<file path="src/rtl/led_tick_counter.sv">
// led_tick_counter: prescaled up/down counter driving the board LEDs.
// A prescaler turns clk into a one-cycle tick enable. On each tick the count
// steps up or down, and either wraps or saturates at its bounds.
// Optional build macro COUNTER_GRAY_EN: led shows the Gray code of the count
// instead of the plain binary value.
module led_tick_counter #(
    parameter int CLK_HZ    = 12000000,
    parameter int TICK_HZ   = 1,
    parameter int WIDTH     = 4,
    parameter int MAX_COUNT = 2**WIDTH - 1,
    parameter int SATURATE  = 0
) (
    input  logic             clk,
    input  logic             rst,
    input  logic             run,
    input  logic             dir,
    input  logic             load,
    input  logic [WIDTH-1:0] load_val,
    output logic             tick,
    output logic             wrap,
    output logic [WIDTH-1:0] count,
    output logic [WIDTH-1:0] led
);

    localparam int               DIV        = CLK_HZ / TICK_HZ;
    localparam int               PW         = (DIV > 1) ? $clog2(DIV) : 1;
    localparam logic [PW-1:0]    PRESC_LAST = PW'(DIV - 1);
    localparam logic [WIDTH-1:0] MAX_VAL    = WIDTH'(MAX_COUNT);

    logic [PW-1:0]    prescaler;
    logic [WIDTH-1:0] next_count;
    logic             next_wrap;
    logic [WIDTH-1:0] load_count;
    logic             tick_due;

    // LED pattern for a given count: Gray code in the Gray build, binary otherwise.
    function automatic logic [WIDTH-1:0] led_code(input logic [WIDTH-1:0] v);
`ifdef COUNTER_GRAY_EN
        return v ^ (v >> 1);
`else
        return v;
`endif
    endfunction

    // Value the count moves to on a tick, and whether that step is a wrap.
    always_comb begin
        next_count = count;
        next_wrap  = 1'b0;
        if (dir) begin
            if (count < MAX_VAL) begin
                next_count = count + 1'b1;
            end else if (SATURATE == 0) begin
                next_count = '0;
                next_wrap  = 1'b1;
            end
        end else begin
            if (count != '0) begin
                next_count = count - 1'b1;
            end else if (SATURATE == 0) begin
                next_count = MAX_VAL;
                next_wrap  = 1'b1;
            end
        end
    end

    // Clamp the loaded value to the upper bound and detect the last prescaler cycle.
    always_comb begin
        load_count = (load_val > MAX_VAL) ? MAX_VAL : load_val;
        tick_due   = run && (prescaler == PRESC_LAST);
    end

    // Prescaler, count and registered outputs; a load overrides any tick due on the same edge.
    always_ff @(posedge clk or posedge rst) begin
        if (rst) begin
            prescaler <= '0;
            count     <= '0;
            led       <= '0;
            tick      <= 1'b0;
            wrap      <= 1'b0;
        end else if (load) begin
            prescaler <= '0;
            count     <= load_count;
            led       <= led_code(load_count);
            tick      <= 1'b0;
            wrap      <= 1'b0;
        end else if (tick_due) begin
            prescaler <= '0;
            count     <= next_count;
            led       <= led_code(next_count);
            tick      <= 1'b1;
            wrap      <= next_wrap;
        end else if (run) begin
            prescaler <= prescaler + 1'b1;
            tick      <= 1'b0;
            wrap      <= 1'b0;
        end else begin
            tick      <= 1'b0;
            wrap      <= 1'b0;
        end
    end

endmodule

</file>
<file path="config.mk">
export PLATFORM = sky130hd
export DESIGN_NAME = led_tick_counter
export DESIGN_NICKNAME = d
export VERILOG_FILES = /design/src/rtl/led_tick_counter.sv
export SDC_FILE = /design/constraint.sdc
export NUM_CORES = 1
export LEC_CHECK = 0
export CAP_MARGIN = 30
export CORE_MARGIN = 2
export CORE_UTILIZATION = 50
export DETAILED_ROUTE_END_ITERATION = 10
export GPL_TIMING_DRIVEN = 0
export PLACE_DENSITY = 0.76
export SYNTH_ARGS = -nofsm -noshare
export SYNTH_HDL_FRONTEND = slang
export SYNTH_SLANG_ARGS = --single-unit
</file>
<file path="constraint.sdc">
create_clock -name clk -period 2.7 [get_ports clk]
set_clock_uncertainty 0.1 [all_clocks]
set_input_delay 0.405 -clock clk [delete_from_list [all_inputs] [get_ports clk]]
set_output_delay 0.405 -clock clk [all_outputs]
set_load 0.02 [all_outputs]
</file>
# Yosys cells after proc, flatten, opt, wreduce, memory -nomap -nowiden
# Index checks and enable logic that the tools add are counted.
# word_totals
regBits,30
wordCells,30
in_bits,9
out_inout_bits,10
# classes
add_sub_neg,3
order_cmp,2
n_eq_ne,1
muxes,16
reduce_logical,4
# ops
operator,n
$mux 24,3
$add 24x1->24 const B,1
$eq 24x24->1 const B,1
$mux 4,6
$mux 1,7
$add 4x1->4 const B,1
$gt 4x4->1 const B,1
$lt 4x4->1 const B,1
$reduce_bool 4->1,1
$sub 4x1->4 const B,1
$reduce_bool 3->1,1
$reduce_bool 2->1,1
$logic_and 1x1->1,1

# Longest topological paths before layout
# Gate-level depths: netlist (run 1).
# depth
ltp_word,5
ltp_mapped,8
depth_no_buf,6

# Least setup slack after synthesis (run 1)
# Ideal clock, no wire load.
# synth_path
path_type,input to register
from,input port run
to,register prescaler[12]
setup_time_ps,119
required_ps,2481
slack_ps,817
path_buffers,3
t_arrival_ps,1665
cell_stages,8
path_cell_list,clkbuf_1 and3_2 nand3_1 nor3_4 or2_2 buf_6 buf_8 nor2_1
# synth_between
elab_chain_len,3
word_cells_on_any_way,4
classes_between,mux: 2; reduce/logical: 2
# synth_rtl
item,line_no,text
from (decl),15,"input logic run,"
$logic_and 1x1->1,69,tick_due = run && (prescaler == PRESC_LAST);
$mux 24,86,end else if (tick_due) begin
$mux 24,80,end else if (load) begin
to (signal assigned),93,prescaler <= prescaler + 1'b1;
to (decl),30,logic [PW-1:0] prescaler;
# Several ways; a longest one is shown, not always the timed one.
# A chain may end at the register's enable or synchronous reset.

# Worst setup path in the final report (run 1)
# layout_path
from,register prescaler[15]
to,register prescaler[10]
# layout_between
elab_chain_len,4
word_cells_on_any_way,5
classes_between,eq/ne: 1; mux: 2; reduce/logical: 2
# layout_rtl
item,line_no
$eq 24x24->1 *,69
$logic_and 1x1->1 *,69
$mux 24,86
$mux 24,80
# Every way passes the cells marked *; elsewhere a longest branch is shown, timed or not.

==> results of run 1 <==
## registers in the layout, indices dropped and copies added (netlist names)
register   cells
tick           1
prescaler     24
wrap           1
led            4
## cells in the final DEF (no fill, tap or decap), drive strengths merged, types with 2 or more instances in the layout
cell type       n
a21oi           4
and2            2
and3            2
and4            3
buf             9
clkbuf         12
clkdlybuf4s50  15
dfrtp          30
ha              3
inv             6
mux2i           4
nand2          16
nand3          12
nand4          10
nor2           32
nor3            3
nor4            6
nor4b           3
o21ai           5
o31ai           3
xnor2          12
xor2           11
## per-layer routing
| metal | vias to the layer above | track usage | wire length [um] |
|---|---|---|---|
| li1 | 730 | - | - |
| met1 | 703 | 0.297 | 1710 |
| met2 | 29 | 0.297 | 1580 |
| met3 | 8 | 0.0423 | 139 |
| met4 | 0 | 0.0957 | 70 |
| met5 | - | 0 | 0 |
## cell families (layout without fill, tap and decap cells)
| logic type | count (synthesis) | after routing |
|---|---|---|
| adder cells (fa/ha/maj) | 3 | 3 |
| flip-flops | 30 | 30 |
| buffers and inverters | 21 | 45 |
| AO/OA/AOI/OAI | 18 | 18 |
| XOR/XNOR | 23 | 23 |
| multiplexers | 5 | 5 |
| AND/OR/NAND/NOR | 97 | 97 |
## power by group
group	internal [mW]	total, mW	switching [mW]
logic	0.0626	0.128	0.0656
registers	0.456	0.467	0.0102
clock network	0.126	0.281	0.155
## path summary, 6_finish.rpt
kind | to | slack (ns)
max in group asynchronous | prescaler[14]$_DFFE_PP0P_ | 1.62
hold reg to reg | prescaler[18]$_DFFE_PP0P_ | 0.48
setup reg to reg | prescaler[10]$_DFFE_PP0P_ | 0.56
min in group asynchronous | led[3]$_DFFE_PP0P_ | 0.37
setup / recovery | prescaler[10]$_DFFE_PP0P_ | 0.56
hold / removal | prescaler[23]$_DFFE_PP0P_ | 0.26
## metrics by stage
step	power [mW]	util
2_1_floorplan	0.557	-
3_3_place_gp	0.599	0.591
3_5_place_dp	0.605	0.599
4_1_cts	0.888	0.616
5_1_grt	0.928	0.616
6_report	0.876	0.616
## Yosys cell counts (3+ instances only)
master     n
nor2_1    32
dfrtp_1   30
nand2_1   16
xnor2_1   12
nand3_1   11
xor2_1    11
nand4_1   10
inv_1      6
nor4_1     6
a21oi_1    4
buf_4      4
clkbuf_1   4
mux2i_1    4
o21ai_0    4
and4_1     3
ha_1       3
nor4b_1    3
o31ai_1    3
## final cells by class
cell class / instances / area, um2
Sequential cell: 30 / 751
Tap cell: 46 / 57.6
Clock inverter: 1 / 5.00
Clock buffer: 7 / 55.1
Inverter: 6 / 22.5
Fill cell: 307 / 1310
Multi-Input combinational cell: 146 / 931
Timing Repair Buffer: 16 / 178
Buffer: 15 / 106
==> reports/results.ini, run 1 <==
[logic_synthesis]
synthTopCellsByArea = dfrtp_1 (41%), nor2_1 (6.6%), xnor2_1 (5.8%), xor2_1 (5.3%), nand4_1 (3.5%)
ys_ff_latch = 30
synth_edf_count = 0
ys_seq_area_frac = 0.415
synth_area_per_cell_um2 = 9.19
synth_top_family_by_area = simple AND/OR/NAND/NOR gates
synth-xor-area-share = 0.111
ys_warn_count = 0
ys_types = 46
synth_adder_area_share = 0.0207
synth_flop_cell = dfrtp_1
synth-compound-area-share = 0.0650
mappedNetlistArea_um2 = 1810
synthSimpleGateAreaFrac = 0.289
synthCells = 197
synthesis.nets = 209
synthArstFlopShare = 1.00
synth.top_cell.area_share = 0.415
synth_largest_area_cell = dfrtp_1
synth.area.mux_share = 0.0283

[clock_tree]
clock-sinks = 30
ctsHoldBuffers = 0
cts-root-buf = clkbuf_4
cts_max_level = 2
cts_buffer_depth = 2
cts_resized = 0
cts_tree = built
numCtsBuffers = 5
cts_setup_buffers = 0
clk_pin_slew_worst_paths_ns = 0.09
clk_latency_ns = 0.34

[drt]
vias = 1470
route.detailed.drc = 0
drt_wl_total_um = 3500
drt_iter0_markers = 76
viasPerCell = 5.51
ant_nets = 0
post_drt_wl_per_cell_um = 13.1
drtPass1Iterations = 4

[grt]
antenna_found_initial = 0
overflow = 0
grt_usage = 0.206
grt_max_degree = 17
grt_pass1_wl_um = 6560
grt_pass1_vias = 1403

[timing]
fin_ws_ns = 0.561
max_freq_mhz = 467
grt_setup_unrepaired = no
setup_viol = 0
finalHoldViolCount = 0
fin_tns_setup_ns = 0
slew_headroom = 0.448
min_period_ns = 2.14
maxSlewViolCount = 0
fin_hold_ws_ns = 0.257
tightest_slew_ns = 0.821
fin_crit_sh = 0.792

[place]
place.gp.congestion = 0.789
dp_hpwl_um = 2590
dp_cells = 259
pre_cts_ws_ns = 0.509
port_buffers = 15
placed_cell_area_um2 = 2050

[floorplanning]
dieHeight_um = 64.2
fp-row-count = 21
die-area_um2 = 4120
ioPinCount = 19
fp.dieW_um = 64.2
initial_utilization = 0.530
fp.coreArea_um2 = 3420

[worst_setup_path]
worstRegToRegCells = 8
worstPathMaxFanout = 10
critPathTopFamily = simple AND/OR/NAND/NOR gates
critPathLaunch = prescaler[15]$_DFFE_PP0P_
crit_chain = clkbuf_2 -> nor4b_1 -> nand3_1 -> nor3_4 -> or2_2 -> buf_6 -> buf_8 -> nor2_1
worstPathRequired_ns = 2.83
slowest_stage = nor4b_1
max_stage_delay_ns = 0.43
crit_arrival_ns = 2.27
path_depth = 8
path_class = flip-flop to flip-flop
rr_startpoint = prescaler[15]$_DFFE_PP0P_
worst_setup_path_end_kind = flip-flop
path_buf_inv = 3
cp-start-kind = flip-flop

[worst_hold_path]
hold_start = load
hold_class = input pin to flip-flop
hold_path_depth = 2

[final_layout]
fin_nets = 232
instances_no_fill = 267
drive_above_1_share = 0.118
area_growth_pct = 16.3
diodes = 0
fin_area_um2 = 2110

[power_and_ir_drop]
peakVddDrop_mv = 0.263
power_leakage_nw = 0.853
power_density_nw_per_um2 = 416

[job]
maxCapViolCount = 0

[outcome]
status = completed

Note: power is estimated with default switching activity, not from simulation.
==> run 2, diff against run 1 <==
--- a/config.mk
+++ b/config.mk
@@ -10,7 +10,7 @@
 export CORE_UTILIZATION = 50
 export DETAILED_ROUTE_END_ITERATION = 10
 export GPL_TIMING_DRIVEN = 0
-export PLACE_DENSITY = 0.76
+export PLACE_DENSITY = 0.79
 export SYNTH_ARGS = -nofsm -noshare
 export SYNTH_HDL_FRONTEND = slang
 export SYNTH_SLANG_ARGS = --single-unit
==> constraint.sdc (replaced) <==
create_clock -name clk -period 1.8 [get_ports clk]
set_clock_uncertainty 0.1 [all_clocks]
set_input_delay 0.27 -clock clk [delete_from_list [all_inputs] [get_ports clk]]
set_output_delay 0.27 -clock clk [all_outputs]
set_load 0.02 [all_outputs]
==> run 2 against run 1 <==
Effect of this change: critical endpoint is now led[3]$_DFFE_PP0P_; design area increased by 12%; highest routed layer unchanged; clock power increased by 80%; power increased by 61%; the flow now finishes with violations (setup timing); sequential share of layout area decreased by 3.4 points; wire length increased by 18%; sequential power increased by 50%; clock-buffer cell count increased by 1; non-clock buffer count increased by 17.
==> reports/results.ini, run 2 (synthesis gave the netlist of run 1 again) <==
[drt]
ant_nets = 0  ; unchanged
route.detailed.drc = 0  ; unchanged
viasPerCell = 5.53  ; +0.41%
drtPass1Iterations = 4  ; unchanged
drt_iter0_markers = 94  ; +24%
post_drt_wl_per_cell_um = 14.5  ; +11%
vias = 1570  ; +6.8%
drt_wl_total_um = 4120  ; +18%

[grt]
grt_pass1_wl_um = 6850  ; +4.4%
antenna_found_initial = 0  ; unchanged
grt_pass1_vias = 1497  ; +6.7%
grt_max_degree = 20  ; +3
overflow = 0  ; unchanged
grt_usage = 0.218  ; +0.0116

[timing]
max_freq_mhz = 540  ; +15%
slew_headroom = 0.624  ; +0.176
min_period_ns = 1.85  ; -0.286 ns
maxSlewViolCount = 0  ; unchanged
finalHoldViolCount = 0  ; unchanged
fin_ws_ns = -0.0533  ; -0.614 ns
grt_setup_unrepaired = yes
setup_viol = 19  ; +19
tightest_slew_ns = 0.564  ; -0.257 ns
fin_crit_sh = 1.03  ; +0.237

[floorplanning]
fp.coreArea_um2 = 3420  ; unchanged
ioPinCount = 19  ; unchanged
fp.dieW_um = 64.2  ; unchanged
initial_utilization = 0.530  ; unchanged
dieHeight_um = 64.2  ; unchanged
fp-row-count = 21  ; unchanged
die-area_um2 = 4120  ; unchanged

[worst_setup_path]
worstPathMaxFanout = 4  ; -6
worstPathRequired_ns = 1.95  ; -0.88 ns
r2r_end = led[3]$_DFFE_PP0P_
critPathLaunch = prescaler[18]$_DFFE_PP0P_
worst_setup_path_end_kind = flip-flop
slowest_stage = or4_4
endpoint = led[3]$_DFFE_PP0P_
crit_chain = nand4_1 -> or4_4 -> or3_4 -> a211oi_2 -> o31ai_1
rr_startpoint = prescaler[18]$_DFFE_PP0P_
max_stage_delay_ns = 0.49  ; +0.06 ns
path_buf_inv = 0  ; -3
critPathTopFamily = simple AND/OR/NAND/NOR gates
crit_arrival_ns = 2.00  ; -0.27 ns
path_depth = 5  ; -3
cp-start-kind = flip-flop
worstRegToRegCells = 5  ; -3
reg2reg_slack_ns = -0.05  ; -0.61 ns
path_class = flip-flop to flip-flop

[final_layout]
final_cell_mix = nor2_1 (32), dfrtp_1 (24), buf_4 (23), nand2_1 (16), xnor2_1 (12)
largest_reg_flops = 24  ; unchanged
drive_above_1_share = 0.261  ; +0.143
fin_nets = 249  ; +7.3%
multi_input_area_um2 = 1010  ; +8.9%
area_growth_pct = 29.7
num-fill-cells = 281  ; -8.5%
regMostFlops = prescaler
instances_no_fill = 284  ; +6.4%
largestRegisters = prescaler x24, led x4
diodes = 0  ; unchanged
final_common_cell = nor2_1
regArea_um2 = 758  ; +1.0%

[clock_tree]
cts_buffer_depth = 2  ; unchanged
cts_max_level = 2  ; unchanged
clk_latency_ns = 0.35  ; about the same
clock-sinks = 30  ; unchanged
clk_pin_slew_worst_paths_ns = 0.10  ; about the same
cts-root-buf = clkbuf_4
cts_tree = built
numCtsBuffers = 5  ; unchanged

[power_and_ir_drop]
switchingPower_uw = 362  ; +57%
combPwrFrac = 0.145  ; about the same
power_density_nw_per_um2 = 601  ; +44%
power_leakage_nw = 1.01  ; +19%
p_seq_frac = 0.496  ; -0.037
swShare = 0.256  ; -0.00736
peakVddDrop_mv = 0.559  ; +110%
p_int_mw = 1.05  ; +63%
clockPowerShare = 0.359  ; +0.038

[place]
dp_cells = 259  ; unchanged
pre_cts_ws_ns = -0.280  ; -0.788 ns
port_buffers = 15  ; unchanged
place.gp.congestion = 0.857  ; +8.5%
dp_hpwl_um = 2570  ; -0.70%

[worst_hold_path]
hold_start = load
hold_class = input pin to flip-flop

[outcome]
violations = setup timing
status = finished with violations

[job]
maxCapViolCount = 0  ; unchanged

==> run 2: cell types whose count changed in the layout (fill, tap and decap cells not counted), moves of 4 or more <==
cell,change
buf_4,+19
clkdlybuf4s50_1,-6
dfrtp_1,-6
dfrtp_2,+6
nor4_1,-4
==> run 2: final cells by class <==
| cell class | count | area share |
|---|---|---|
| timing repair buffer | 36 | 0.143 |
| sequential | 30 | 0.323 |
| tap | 46 | 0.0245 |
| clock buffer | 8 | 0.0336 |
| multi-input combinational | 146 | 0.432 |
| buffer | 12 | 0.0352 |
| inverter | 6 | 0.00959 |
==> run 2: per-stage QoR <==
step                area, um2  utilization  hold slack, ns  power (mW)  setup TNS, ns
floorplan                1830            -           0.261       0.837         -0.761
global placement         2030        0.595           0.447       0.900          -4.04
detailed placement       2060        0.603           0.456       0.910          -4.57
CTS                      2280        0.667           0.120        1.41        -0.0683
global route             2350        0.688           0.118        1.47          -1.85
finish                   2350        0.688           0.112        1.41         -0.263
==> run 2: power groups by stage <==
stage / combinational, mW / clock (mW) / sequential, mW
finish: 0.205 / 0.507 / 0.700
global route: 0.222 / 0.548 / 0.703
CTS: 0.200 / 0.513 / 0.700
detailed placement: 0.196 / 0 / 0.713
global placement: 0.187 / 0 / 0.713
floorplan: 0.117 / 0 / 0.720
==> run 2: how the worst min path moves through the flow <==
| stage | end | slack (ns) | cells after the start |
|---|---|---|---|
| after global routing | prescaler[23]$_DFFE_PP0P_ | 0.12 | 2 |
| after detailed placement | prescaler[18]$_DFFE_PP0P_ | 0.46 | 2 |
| after CTS | prescaler[23]$_DFFE_PP0P_ | 0.12 | 2 |
| after global placement | prescaler[18]$_DFFE_PP0P_ | 0.45 | 2 |
| final | prescaler[23]$_DFFE_PP0P_ | 0.11 | 2 |
| after floorplan | led[0]$_DFFE_PP0P_ | 0.26 | 1 |
==> run 2: what timing repair did <==
item	CTS	global route
pin swaps	2	1
endpoints found under the setup margin	29	29
hold buffers	0	0
gates resized for setup	14	13
setup buffers	15	5
==> run 2: layer usage <==
| metal | global-route usage | share of wire | up-vias | routed length (um) |
|---|---|---|---|---|
| met5 | 0 | 0 | - | 0 |
| met4 | 0.117 | 0.021 | 0 | 85 |
| met3 | 0.0387 | 0.033 | 9 | 137 |
| met2 | 0.342 | 0.49 | 31 | 2000 |
| met1 | 0.286 | 0.46 | 763 | 1890 |
| li1 | - | - | 767 | - |
==> run 3, diff against run 2 <==
--- a/config.mk
+++ b/config.mk
@@ -6,7 +6,7 @@
 export NUM_CORES = 1
 export LEC_CHECK = 0
 export CAP_MARGIN = 30
-export CORE_MARGIN = 2
+export CORE_MARGIN = 3
 export CORE_UTILIZATION = 50
 export DETAILED_ROUTE_END_ITERATION = 10
 export GPL_TIMING_DRIVEN = 0
==> run 3 against run 2 <==
Effect of this change: the run still ends with setup timing left; die area increased by 6.3%; sequential power hardly changed; final cell count grew 2.8%; critical path depth grew 1; highest routed layer unchanged.
==> reports/results.ini, run 3 (synthesis gave the netlist of run 1 again) <==
[clock_tree]
clk_latency_ns = 0.33  ; -0.02 ns
cts_max_level = 2  ; unchanged
cts-root-buf = clkbuf_4
cts_buffer_depth = 2  ; unchanged
numCtsBuffers = 5  ; unchanged
cts_tree = built
clk_pin_slew_worst_paths_ns = 0.10  ; about the same
clock-sinks = 30  ; unchanged
ctsHoldBuffers = 0  ; unchanged

[place]
dp_cells = 259  ; unchanged
place.gp.congestion = 0.857  ; +0.11%
placed_cell_area_um2 = 2060  ; unchanged
port_buffers = 15  ; unchanged
dp_hpwl_um = 2650  ; +2.9%
pre_cts_ws_ns = -0.281  ; -0.00194 ns

[grt]
grt_max_degree = 20  ; unchanged
grt_pass1_vias = 1482  ; -1.0%
grt_usage = 0.207  ; -0.0111
grt_pass1_wl_um = 6850  ; unchanged
grt_use_met3 = 0.0459  ; +0.00719
overflow = 0  ; unchanged
grtUsageMet2 = 0.340  ; -0.00292
antenna_found_initial = 0  ; unchanged
gr-usage-met1 = 0.271  ; -0.0145
busiest_layer = met2

[final_layout]
fin_nets = 257  ; +3.2%
final_cell_mix = buf_4 (27), dfrtp_1 (23), nand2_1 (16), nor2_1 (16), xnor2_1 (12)
utilization = 0.740  ; +0.0520
area_growth_pct = 39.5
final_common_cell = buf_4
diodes = 0  ; unchanged
largestRegisters = prescaler x24, led x4
regMostFlops = prescaler
drive_above_1_share = 0.370  ; +0.109
multi_input_area_um2 = 1100  ; +8.3%
largest_reg_flops = 24  ; unchanged
fin_area_um2 = 2530  ; +7.6%
num-fill-cells = 236  ; -16%
regArea_um2 = 759  ; +0.16%
instances_no_fill = 292  ; +2.8%

[worst_setup_path]
crit_chain = nand4_1 -> or4_4 -> nor3_4 -> or2_4 -> clkbuf_16 -> nor2_2
path_buf_inv = 1  ; +1
worst_setup_path_end_kind = flip-flop
crit_arrival_ns = 2.01  ; about the same
cp-start-kind = flip-flop
critPathTopFamily = simple AND/OR/NAND/NOR gates
max_stage_delay_ns = 0.49  ; about the same
worstPathRequired_ns = 1.92  ; -0.03 ns
rr_startpoint = prescaler[21]$_DFFE_PP0P_
path_class = flip-flop to flip-flop
worstPathMaxFanout = 7  ; +3
slowest_stage = or4_4
critPathLaunch = prescaler[21]$_DFFE_PP0P_

[drt]
viasPerCell = 5.67  ; +2.5%
drt_iter0_markers = 164  ; +74%
post_drt_wl_per_cell_um = 15.7  ; +8.6%
ant_nets = 0  ; unchanged
vias = 1655  ; +5.4%
drtPass1Iterations = 4  ; unchanged
route.detailed.drc = 0  ; unchanged
drt_wl_total_um = 4600  ; +12%

[timing]
grt_setup_unrepaired = yes
fin_crit_sh = 1.05  ; +0.0167
fin_hold_ws_ns = 0.149  ; +0.0370 ns
setup_viol = 20  ; +1
max_freq_mhz = 531  ; -1.6%
fin_ws_ns = -0.0833  ; -0.0300 ns
min_period_ns = 1.88  ; +0.0300 ns
fin_tns_setup_ns = -1.12  ; -0.856 ns
tightest_slew_ns = 0.564  ; +0.000190 ns
maxSlewViolCount = 0  ; unchanged
finalHoldViolCount = 0  ; unchanged
slew_headroom = 0.624  ; about the same

[worst_hold_path]
hold_class = input pin to flip-flop
hold_start = load

[floorplanning]
fp.coreArea_um2 = 3420  ; unchanged
fp-row-count = 21  ; unchanged
initial_utilization = 0.530  ; unchanged
ioPinCount = 19  ; unchanged
die-area_um2 = 4380  ; +6.3%
fp.dieW_um = 66.2  ; +3.1%
dieHeight_um = 66.2  ; +3.1%

[power_and_ir_drop]
power_leakage_nw = 1.06  ; +5.2%
peakVddDrop_mv = 0.400  ; -28%
power_density_nw_per_um2 = 564  ; -6.2%
finalPower_mw = 1.42  ; +0.90%

[job]
maxCapViolCount = 0  ; unchanged

[outcome]
status = finished with violations
violations = setup timing

-- run 3: power breakdown --
part	leakage (nW)	internal (mW)	total [mW]	switching [mW]
registers	0.400	0.685	0.700	0.0142
clock network	0.0446	0.267	0.503	0.237
logic	0.620	0.104	0.221	0.117
-- run 3: worst register-to-register path, cell delays in order, from the launching register on --
cell       delay (ns)
dfrtp_1          0.38
nand4_1          0.15
or4_4            0.49
nor3_4           0.19
or2_4            0.24
clkbuf_16        0.18
nor2_2           0.04
-- run 3: metal layers --
layer	share of wire	vias to the layer above	routed length, um
met3	0.047	8	216
met1	0.43	815	1990
met4	0.010	0	48
met5	0	-	0
met2	0.51	50	2340
li1	-	782	-
-- run 3: what timing repair did --
action	4_1_cts	5_1_grt
buffers inserted	14	13
pin swaps	6	14
gates cloned	0	1
endpoints found under the setup margin	29	30
gates resized for setup	12	45
-- run 3: final timing paths --
check,to,slack [ns],depth (start not counted)
setup / recovery,prescaler[14]$_DFFE_PP0P_,-0.08,6
hold / removal,led[0]$_DFFE_PP0P_,0.15,2
setup reg to reg,prescaler[14]$_DFFE_PP0P_,-0.08,6
hold reg to reg,prescaler[6]$_DFFE_PP0P_,0.49,2
max in group asynchronous,prescaler[10]$_DFFE_PP0P_,0.92,3
min in group asynchronous,led[0]$_DFFE_PP0P_,0.18,2
-- run 3: layout make-up --
class,instances,area share
flip-flops and latches,30,0.301
well taps,46,0.0228
clock buffers,8,0.0312
multi-input cells,146,0.434
repair buffers,44,0.169
plain buffers,12,0.0327
inverters,6,0.00892
